===== src/rtl/f5_sweep_ctrl.sv =====
// f5_sweep_ctrl: clocked sweep of f5 inputs, gate-level vs dataflow check.
// Optional: F5_STOP_ON_MISMATCH_EN ends the sweep at the first mismatch.
module f5_sweep_ctrl #(
  parameter int N_IN   = 2,
  parameter int SETTLE = 1
) (
  input  logic              clk,
  input  logic              reset,
  input  logic              start,
  input  logic              s_ref,
  input  logic              s_dut,
  output logic [N_IN-1:0]   vec,
  output logic              busy,
  output logic              done,
  output logic              pass,
  output logic [2**N_IN-1:0] tt,
  output logic [N_IN-1:0]   err_idx,
  output logic [N_IN:0]     err_cnt
);

  localparam int CW = (SETTLE > 1) ? $clog2(SETTLE) : 1;
  localparam logic [CW-1:0] RELOAD = CW'(SETTLE - 1);
  localparam logic [N_IN-1:0] LAST = {N_IN{1'b1}};

  typedef enum logic [1:0] {
    S_IDLE,
    S_SETL,
    S_SAMP,
    S_DONE
  } state_t;

  state_t state, nxt;
  logic [CW-1:0] cnt;
  logic mism;
  logic last;
  logic stop;

  assign mism = s_ref ^ s_dut;
  assign last = (vec == LAST);

`ifdef F5_STOP_ON_MISMATCH_EN
  assign stop = last | mism;
`else
  assign stop = last;
`endif

  always_ff @(posedge clk) begin
    if (reset) state <= S_IDLE;
    else       state <= nxt;
  end

  always_comb begin
    nxt = state;
    unique case (state)
      S_IDLE: if (start) nxt = S_SETL;
      S_SETL: if (cnt == '0) nxt = S_SAMP;
      S_SAMP: nxt = stop ? S_DONE : S_SETL;
      S_DONE: nxt = S_IDLE;
      default: nxt = S_IDLE;
    endcase
  end

  always_comb begin
    busy = 1'b0;
    done = 1'b0;
    unique case (state)
      S_SETL,
      S_SAMP: busy = 1'b1;
      S_DONE: done = 1'b1;
      default: ;
    endcase
  end

  // pass is resolved on entry to DONE so it is valid during the done cycle
  always_ff @(posedge clk) begin
    if (reset) begin
      vec     <= '0;
      pass    <= 1'b0;
      tt      <= '0;
      err_idx <= '0;
      err_cnt <= '0;
      cnt     <= '0;
    end else begin
      unique case (state)
        S_IDLE: begin
          if (start) begin
            vec     <= '0;
            pass    <= 1'b0;
            tt      <= '0;
            err_idx <= '0;
            err_cnt <= '0;
            cnt     <= RELOAD;
          end
        end
        S_SETL: begin
          if (cnt != '0) cnt <= cnt - CW'(1);
        end
        S_SAMP: begin
          tt[vec] <= s_ref;
          if (mism) begin
            err_cnt <= err_cnt + (N_IN+1)'(1);
            if (err_cnt == '0) err_idx <= vec;
          end
          if (stop) begin
            pass <= (err_cnt == '0) && !mism;
          end else begin
            vec <= vec + N_IN'(1);
            cnt <= RELOAD;
          end
        end
        S_DONE: begin
          pass <= (err_cnt == '0);
        end
        default: ;
      endcase
    end
  end

endmodule


===== config.mk =====
export PLATFORM = sky130hd
export DESIGN_NAME = f5_sweep_ctrl
export DESIGN_NICKNAME = d
export VERILOG_FILES = /design/src/rtl/f5_sweep_ctrl.sv
export SDC_FILE = /design/constraint.sdc
export NUM_CORES = 1
export LEC_CHECK = 0
export CAP_MARGIN = 20
export CORE_MARGIN = 2
export CORE_UTILIZATION = 40
export DETAILED_ROUTE_END_ITERATION = 12
export PLACE_DENSITY = 0.69
export SYNTH_ARGS = -nofsm -noshare
export SYNTH_HDL_FRONTEND = slang
export SYNTH_SLANG_ARGS = --single-unit

===== constraint.sdc =====
create_clock -name clk -period 1.7 [get_ports clk]
set_clock_uncertainty 0.1 [all_clocks]
set_input_delay 0.34 -clock clk [delete_from_list [all_inputs] [get_ports clk]]
set_output_delay 0.34 -clock clk [all_outputs]
set_load 0.01 [all_outputs]

==> flow_metrics.env, run 1 <==
export IMPL_drv_slew=0
export IMPL_die_w_um=48.8
export IMPL_fmax_mhz=596
export IMPL_areaGrowthSynthToFinish_pct=47.8
export IMPL_synth_top_area_share_pct=34.9
export IMPL_cp_max_fo=4
export IMPL_drc=0
export IMPL_clock_root_buffer="clkbuf_4"
export IMPL_start_util_pct=41.8
export IMPL_wl_per_cell_um=11.5
export IMPL_synth_edff_count=0
export IMPL_gr_total_overflow=0
export IMPL_finalWirelength_mm=1.79
export IMPL_regArea_um2=284
export IMPL_critPathRequiredTime_ns=1.82
export IMPL_pre_cts_ws_ns=-0.241
export IMPL_drtIter0Drc=13
export IMPL_drtPass1Iterations=4
export IMPL_crit_end="pass$_SDFFE_PP0P_"
export IMPL_clock_sinks=14
export IMPL_arrival_ns=1.79
export IMPL_finalCritPeriodShare_pct=98.7
export IMPL_cp_slowest_cell="or3_1"
export IMPL_slowest_delay_ns=0.38
export IMPL_worst_setup_path_end_kind="flop"
export IMPL_crit_family="simple AND/OR/NAND/NOR gates"
export IMPL_syn_area_um2=803
export IMPL_numCtsBuffers=3
export IMPL_via_per_inst=4.87
export IMPL_synthTopCellsByArea="dfxtp_1, ha_1, a21oi_1"
export IMPL_start_kind="flop"
export IMPL_drv_cap=0
export IMPL_cts_hold_buffers=0
export IMPL_p_leak_nw=0.483
export IMPL_groute_usage_overall_pct=15.6
export IMPL_ioPinCount=19
export IMPL_tightest_slew_ns=0.302
export IMPL_gp_congestion=0.763
export IMPL_yosysMostFrequentCell="dfxtp_1"
export IMPL_slew_headroom_pct=79.8
export IMPL_ys_flop_type="dfxtp_1"
export IMPL_synthCells=92
export IMPL_antenna_found_initial=0
export IMPL_vias=755
export IMPL_grt_max_degree=17
export IMPL_ys_ff_latch=14
export IMPL_final_util_pct=61.8
export IMPL_ant_nets=0
export IMPL_period_minus_slack_ns=1.68
export IMPL_nFillCells=176
export IMPL_finalSetupViolations=0
export IMPL_yosys_top_cells_count="dfxtp_1, ha_1, a21oi_1, nor2_1, inv_1"
export IMPL_whs_ns=0.375
export IMPL_rr_startpoint="state[1]$_SDFFE_PP0P_"
export IMPL_design_die_area_um2=2380
export IMPL_coreArea_um2=1920
export IMPL_fp_dieH_um=48.8
export IMPL_synth_nets=108
export IMPL_rsz0062_at_grt="yes"
export IMPL_path_cells="inv_1, buf_4, ha_1, or3_1, or3_1, a21oi_1"
export IMPL_cp_num_cells=6
export IMPL_ys_async_sr_fraction_pct=0
export IMPL_ys_types=28
export IMPL_hold_violations=0
export IMPL_seq_area_frac_synth_pct=34.9
export IMPL_clk_latency_ns=0.27
export IMPL_critPathMostFrequentCell="or3_1"
export IMPL_num_rows=16
export IMPL_rr_endpoint="pass$_SDFFE_PP0P_"
export IMPL_cts_tree="built"
export IMPL_synth_avg_cell_area_um2=8.73
export IMPL_hpwlAfterDp_mm=1.34
export IMPL_hp_class="flop to flop"
export IMPL_p_per_area_nw_per_um2=750
export IMPL_multi_input_area_um2=505
export IMPL_status="finished clean"
export IMPL_fin_ws_ns=0.0219
export IMPL_cts_buffer_depth=2
export IMPL_n_antenna_cell=0
export IMPL_yosysWarnings=0
export IMPL_io_buffer_count=18
export IMPL_grt_pass1_wl_mm=3.03
export IMPL_path_clk_slew_ns=0.09
export IMPL_grt_pass1_vias=686
export IMPL_crit_start="state[1]$_SDFFE_PP0P_"
export IMPL_crit_type="flop to flop"
export IMPL_reg2reg_depth=6
export IMPL_layout_nets=145
export IMPL_crit_buf_inv=2
export IMPL_cts_htree_levels=1
export IMPL_synth_largest_area_cell="dfxtp_1"
export IMPL_reg2reg_slack_ns=0.02
export IMPL_drive_above_1_share_pct=24.2
export IMPL_ir_drop_v=0.000439
-- worst register-to-register path, stage by stage, from the launching register on --
cell and delay, ns:
dfxtp_2 0.35, inv_1 0.06, buf_4 0.14, ha_1 0.16, or3_1 0.38, or3_1 0.31
a21oi_1 0.12
-- area by class of cell --
type	instances	area share, %
Multi-Input combinational cell	68	42.6
Clock buffer	4	3.06
Sequential cell	14	23.9
Timing Repair Buffer	34	25.1
Tap cell	27	2.85
Inverter	8	2.53
-- metrics by stage --
| stage | std cells | setup TNS, ns | cell area [um^2] | total power, mW |
|---|---|---|---|---|
| after floorplan | 92 | 0 | 806 | 0.508 |
| after global placement | 150 | -0.853 | 1120 | 0.637 |
| after detailed placement | 150 | -1.10 | 1120 | 0.643 |
| after CTS | 154 | 0 | 1160 | 0.887 |
| after global routing | 155 | -0.0643 | 1190 | 0.940 |
| final | 155 | 0 | 1190 | 0.891 |
-- kinds of logic (layout without fill, tap and decap cells) --
kind of cell	after synthesis	count (layout)	synth area share, %
AO/OA/AOI/OAI	25	25	19.9
adder cells (fa/ha/maj)	11	11	17.1
AND/OR/NAND/NOR	28	28	18.7
buffers and inverters	10	46	4.67
XOR/XNOR	2	2	2.18
multiplexers	2	2	2.49
flip-flops	14	14	34.9
-- timing repair --
action                                  4_1_cts  5_1_grt
buffers inserted                              0        1
pin swaps                                     0        1
gates resized for setup                       8        5
endpoints found under the setup margin        9        8
-- state kept, by name, summed over array words and instances (netlist names) --
signal   flops
err_cnt      3
err_idx      2
pass         1
state        2
tt           4
vec          2
-- worst min-delay path by stage --
stage | start | endpoint | slack, ns | cells past startpoint
after global routing | err_idx[0]$_SDFFE_PP0P_ | err_idx[0]$_SDFFE_PP0P_ | 0.39 | 1
after CTS | err_idx[1]$_SDFFE_PP0P_ | err_idx[1]$_SDFFE_PP0P_ | 0.38 | 1
after floorplan | start | err_cnt[2]$_SDFFE_PP0P_ | 0.35 | 1
final | err_idx[1]$_SDFFE_PP0P_ | err_idx[1]$_SDFFE_PP0P_ | 0.38 | 1
after global placement | err_idx[1]$_SDFFE_PP0P_ | err_idx[1]$_SDFFE_PP0P_ | 0.35 | 1
after detailed placement | err_idx[0]$_SDFFE_PP0P_ | err_idx[0]$_SDFFE_PP0P_ | 0.35 | 1
-- cell usage in the layout (no fill, tap or decap), types with 3 or more instances in the layout --
cell,synthesis,final
o21ai_0,5,5
dfxtp_2,0,3
nand2b_1,3,3
buf_4,0,16
inv_1,8,7
nand2_1,5,5
clkbuf_4,0,3
ha_1,11,9
a21oi_1,10,9
nor2_1,9,9
clkdlybuf4s50_1,0,14
dfxtp_1,14,11
-- power breakdown --
part           switching, mW  total [mW]  internal (mW)
combinational          0.143       0.296          0.153
clock                  0.114       0.244          0.130
sequential           0.00874       0.351          0.343
total                  0.266       0.891          0.625
-- routing by layer --
metal	GRT usage (%)	vias up	wire length, um
met1	21.8	343	879
met2	25.8	13	826
li1	-	397	-
met3	2.45	2	71
met4	2.86	0	10
met5	0	-	0
(Power assumes the default switching activity.)
==> run 2, diff against run 1 <==
CTS_CLUSTER_DIAMETER = 120   (was unset)
==> results of run 2 <==
The final DEF is identical to that of run 1; final timing and power are the same.
==> run 3, diff against run 2 <==
CAP_MARGIN = 5   (was 20)
==> results of run 3 <==
The final DEF is identical to that of run 1; final timing and power are the same.
